File: config.mk
export PLATFORM = sky130hd
export DESIGN_NAME = des_cond
export DESIGN_NICKNAME = d
export VERILOG_FILES = /design/src/rtl/des_pkg.sv /design/src/rtl/des_cond.sv
export SDC_FILE = /design/constraint.sdc
export NUM_CORES = 1
export LEC_CHECK = 0
export ABC_AREA = 0
export BUFFER_PORTS_ARGS = -buffer_cell sky130_fd_sc_hd__buf_2
export CAP_MARGIN = 20
export CELL_PAD_IN_SITES_DETAIL_PLACEMENT = 1
export CELL_PAD_IN_SITES_GLOBAL_PLACEMENT = 1
export CORE_AREA = 2 2 54 56
export CTS_CLUSTER_DIAMETER = 200
export CTS_CLUSTER_SIZE = 12
export DETAILED_ROUTE_END_ITERATION = 8
export DIE_AREA = 0 0 56 58
export GPL_ROUTABILITY_DRIVEN = 0
export PLACE_DENSITY = 0.78
export SYNTH_ARGS = -nofsm -noshare
export SYNTH_HDL_FRONTEND = slang
export SYNTH_SLANG_ARGS = --single-unit
File: constraint.sdc
create_clock -name clk -period 1.93 [get_ports clk]
set_clock_uncertainty 0.2 [all_clocks]
set_input_delay 0.579 -clock clk [delete_from_list [all_inputs] [get_ports clk]]
set_output_delay 0.579 -clock clk [all_outputs]
set_load 0.05 [all_outputs]
File: src/rtl/des_pkg.sv
// Shared types and constants for the serial word deserializer.
package des_pkg;

    typedef enum logic [1:0] {
        IDLE = 2'b00,
        DATA = 2'b01,
        STOP = 2'b10
    } state_t;

    localparam logic [1:0] MODE_RAW    = 2'b00;
    localparam logic [1:0] MODE_FRAMED = 2'b01;
    localparam logic [1:0] MODE_FLUSH  = 2'b10;
    localparam logic [1:0] MODE_HOLD   = 2'b11;

endpackage

File: src/rtl/des_cond.sv
// Serial-to-parallel word assembler with raw and start/stop framed modes,
// a one-deep output register with valid/ack handshake and sticky error flags.
module des_cond
    import des_pkg::*;
#(
    parameter int WIDTH = 4
) (
    input  logic             clk,
    input  logic             rst_n,
    input  logic             enb,
    input  logic             dir,
    input  logic             s_in,
    input  logic [1:0]       mode,
    input  logic             ack,
    output logic [WIDTH-1:0] q,
    output logic             valid,
    output logic             busy,
    output logic             frm_err,
    output logic             ovr_err
);

    localparam int CW = $clog2(WIDTH) + 1;
    localparam logic [CW-1:0] LAST_BIT = CW'(WIDTH - 1);

    state_t           state_q;
    logic [CW-1:0]    count_q;
    logic [WIDTH-1:0] shift_q;
    logic [WIDTH-1:0] word_q;
    logic             modeFramed_q;
    logic             dirLsb_q;
    logic             valid_q;
    logic             frmErr_q;
    logic             ovrErr_q;

    logic             active_d;
    logic             flush_d;
    logic             step_d;
    logic             dirSel_d;
    logic [WIDTH-1:0] shiftIn_d;
    logic             deliver_d;
    logic [WIDTH-1:0] deliverWord_d;

    // In IDLE the word has not started yet, so the live dir input decides the
    // placement of the first raw bit; afterwards the latched order is used.
    always_comb begin
        active_d      = enb && (mode != MODE_HOLD);
        flush_d       = active_d && (mode == MODE_FLUSH);
        step_d        = active_d && !flush_d;
        dirSel_d      = (state_q == IDLE) ? dir : dirLsb_q;
        shiftIn_d     = dirSel_d ? {s_in, shift_q[WIDTH-1:1]}
                                 : {shift_q[WIDTH-2:0], s_in};
        deliver_d     = step_d &&
                        (((state_q == DATA) && (count_q == LAST_BIT) && !modeFramed_q) ||
                         ((state_q == STOP) && !s_in));
        deliverWord_d = (state_q == STOP) ? shift_q : shiftIn_d;
    end

    always_ff @(posedge clk) begin
        if (!rst_n) begin
            state_q      <= IDLE;
            count_q      <= '0;
            shift_q      <= '0;
            word_q       <= '0;
            modeFramed_q <= 1'b0;
            dirLsb_q     <= 1'b0;
            valid_q      <= 1'b0;
            frmErr_q     <= 1'b0;
            ovrErr_q     <= 1'b0;
        end else begin
            if (flush_d) begin
                state_q  <= IDLE;
                count_q  <= '0;
                shift_q  <= '0;
                frmErr_q <= 1'b0;
                ovrErr_q <= 1'b0;
            end else if (step_d) begin
                case (state_q)
                    IDLE: begin
                        if (mode == MODE_RAW) begin
                            shift_q      <= shiftIn_d;
                            count_q      <= CW'(1);
                            modeFramed_q <= 1'b0;
                            dirLsb_q     <= dir;
                            state_q      <= DATA;
                        end else if (s_in) begin
                            count_q      <= '0;
                            modeFramed_q <= 1'b1;
                            dirLsb_q     <= dir;
                            state_q      <= DATA;
                        end
                    end
                    DATA: begin
                        shift_q <= shiftIn_d;
                        count_q <= count_q + CW'(1);
                        if (count_q == LAST_BIT) begin
                            state_q <= modeFramed_q ? STOP : IDLE;
                        end
                    end
                    STOP: begin
                        state_q <= IDLE;
                        if (s_in) begin
                            frmErr_q <= 1'b1;
                        end
                    end
                    default: state_q <= IDLE;
                endcase
            end

            // A delivery into a full register only lands if the consumer is
            // taking the old word on this very edge; otherwise it is lost.
            if (deliver_d) begin
                if (!valid_q || ack) begin
                    word_q  <= deliverWord_d;
                    valid_q <= 1'b1;
                end else begin
                    ovrErr_q <= 1'b1;
                end
            end else if (ack) begin
                valid_q <= 1'b0;
            end
        end
    end

    assign q       = word_q;
    assign valid   = valid_q;
    assign busy    = (state_q != IDLE);
    assign frm_err = frmErr_q;
    assign ovr_err = ovrErr_q;

endmodule

==> metrics.md <==
| Metric | Value |
|---|---|
| Drt initial violations | 20 |
| Inserted Clock Buffers | 3 |
| Unrepaired setup endpoints after global routing | yes |
| Die area | between 3000 and 4000 um^2 |
| Crit path launch | count_q[0] |
| Post-synthesis adder-cell area fraction | approximately 2.8% |
| Initial antenna violation count | 0 |
| Drc violations | 0 |
| CP max-delay cell | or3_4 |
| Register area share after synthesis | 40.3% |
| Simple-gate share of the synthesized area | around a quarter |
| Area leader, netlist | dfxtp_1 |
| Largest family of logic cells by synthesized area | simple AND/OR/NAND/NOR gates |
| Status | complete, no violations |
| Hold Path Class | reg2reg |
| CTS tree | done |
| Clk_lat worst skew | 0.30 ns |
| N_diodes | 0 |
| Maximum VDD drop | 357 uV |
| Worst slack, placed | -0.00734 ns |
| DR vias/cell | 5.49 |
| Final WL | 2.39 mm |
| Mux cell area share after synthesis | 7.14% |
| # IOs | 16 |
| Grt ovf | 0 |
| Clock Tree Buf Depth | 2 |
| Area contributors post-synth | dfxtp_1, nand3_1, mux2i_1 |
| Clock slew at reported path FFs | around 0.11 ns |
| Critical Path RT | 1.97 ns |
| Cell variety after synth | 31 |
| Design Power | 760 uW |
| WP buf/inv | 0 |
| Highest-count cells in the layout ignoring fill and taps | dfxtp_1, buf_2, nor2_1, nand3_1, buf_4 |
| Max H-tree Level | 1 |
| Critical-path cell list | ha_4 > ha_4 > and4bb_2 > o211ai_4 > or3_4 > o221ai_2 |
| Largest net degree at the start of global routing | 11 |
| P_leak | 0.465 nW |
| Slew margin rel. | 73.1% |
| Reg2reg start | count_q[0] |
| Yosys top cell area share | 40.3% |
| Syn_area_per_cell | 9.12 um^2 |
| Mapped Area | ~900 um^2 |
| Data arrival, critical path | around 1.9 ns |
| Die extent in y | 58 um |
| Clk root buf | clkbuf_4 |
| Vias in the first global route | 850 |
| Synth warn | 0 |
| Final setup vio count | 0 |
| Worst hold start | frm_err |
| Worst Path Max Fanout | 4 |
| Mapped Nets | 108 |
| Compound-Gate Fraction of Synth Area | 21.1% |
| First-pass GRT wire length | 3.88 mm |
| Setup crit start kind | flip-flop |
| Final ANT Viol Nets | 0 |
| Fill cell count | 329 |
| XOR/XNOR share of the synthesized area | 0% |
| PortBufs | 15 |
| Total GRT Usage | 15.5% |
| Slowest Stage Delay on Critical Path | 0.43 ns |
| Setup crit end kind | flip-flop |
| Crit path top cell by count | ha_4 |
| Post-synth EDFFs | 0 |
| Fin crit share | 97.1% |
| Setup_tns | 0 ns |
| Max_cap viols | 0 |
| Core ar. | 2660 um^2 |
| Initial Util | around a third |
| Crit Path Category | reg2reg |
| Final HPWL DP | 1.78 mm |
| Highest Clock Rate | 0.534 GHz |
| Primary FF master, synth | dfxtp_1 |
| Slew of the pin with the lowest slew margin | between 0.4 and 0.5 ns |
| Die X | 56 um |
| Proportion of layout cells with a drive suffix above 1 | between 30% and 40% |
| Cells after Synth | 98 |
| Vias | 857 |
| Post-synthesis register bit count | 18 |
| Final slew viol count | 0 |
| Async set-reset flop share out of synthesis | 0% |
| PD cells | 647 nW/um^2 |
| Nets | between 100 and 150 |
| Post-CTS Hold Fix Bufs | 0 |
| Setup ws final | approximately 0.056 ns |
| Rows | 19 |
| CP delay by family, top | simple AND/OR/NAND/NOR gates |
| DRT Pass-1 Iters | 4 |
| CTS sink cnt | 18 |
| Area grow syn2layout | 31.5% |
| Tmin final | about 1.9 ns |
| Drt wl/cell | 15.3 um |
| Commonest non-fill, non-tap cell in the layout | dfxtp_1 |
| Final-report hold violation count | 0 |
## flip-flops by register name, indices dropped and copies added, names as in the netlist
name,cells
ovr_err,1
dirLsb_q,1
frm_err,1
modeFramed_q,1
q,4
valid,1
count_q,3
state_q,2
shift_q,4
## final timing paths
path | endpoint | slack (ns) | cells past startpoint
max | q[1] | 0.06 | 6
min reg2reg | frm_err | 0.30 | 2
max reg2reg | q[1] | 0.06 | 6
min | frm_err | 0.30 | 2
## cells in the mapped netlist, drive strengths merged, types with 3 or more instances
| library cell | instances |
|---|---|
| dfxtp | 18 |
| nor2 | 12 |
| nand3 | 11 |
| mux2i | 6 |
| a211oi | 5 |
| a21oi | 5 |
| inv | 4 |
| o221ai | 4 |
| a31oi | 3 |
| nand2 | 3 |
| nand2b | 3 |
| o21ai | 3 |
## stage by stage
stage	cell area, um^2	hold slack [ns]	cells	util, %
2_1_floorplan	893	0.244	98	-
3_3_place_gp	1070	0.265	151	40.1
3_5_place_dp	1070	0.271	151	40.1
4_1_cts	1110	0.275	155	41.6
5_1_grt	1170	0.330	156	44.1
6_report	1170	0.301	156	44.1
## where the power goes
part / internal, mW / switching, mW / total (mW)
combinational: 0.0513 / 0.0739 / 0.125
sequential: 0.381 / 0.0101 / 0.392
clock: 0.115 / 0.128 / 0.243
total: 0.548 / 0.212 / 0.760
## worst min-delay path, stage by stage, from the launching register on
cell     delay, ns
dfxtp_1       0.35
a31oi_1       0.06
nor2_1        0.07
## layout make-up
class                      count  area, um^2  share of cell area (%)
sequential                    18         365                    31.1
tap                           31        38.8                    3.30
clock buffer                   4        36.3                    3.09
timing repair buffer          26         158                    13.4
inverter                       4        15.0                    1.28
multi-input combinational     73         562                    47.8
## per-layer routing
metal / vias up / part of all wire, % / global-route usage, %
li1: 419 / - / -
met1: 413 / 48 / 21.0
met2: 20 / 46 / 24.7
met3: 5 / 4.0 / 2.01
met4: 0 / 2.0 / 7.14
met5: - / 0 / 0
## timing repair
item | 4_1_cts | 5_1_grt
gates cloned | 0 | 0
resized for setup | 2 | 12
endpoints found under the setup margin | 5 | 5
pin swaps | 0 | 5
buffers inserted | 0 | 1
## cells by family after synthesis
group           Yosys count
simple gates             41
buf+inv                   7
mux                       6
compound gates           24
fa+ha+maj                 2
flops                    18
(Power assumes the default switching activity.)
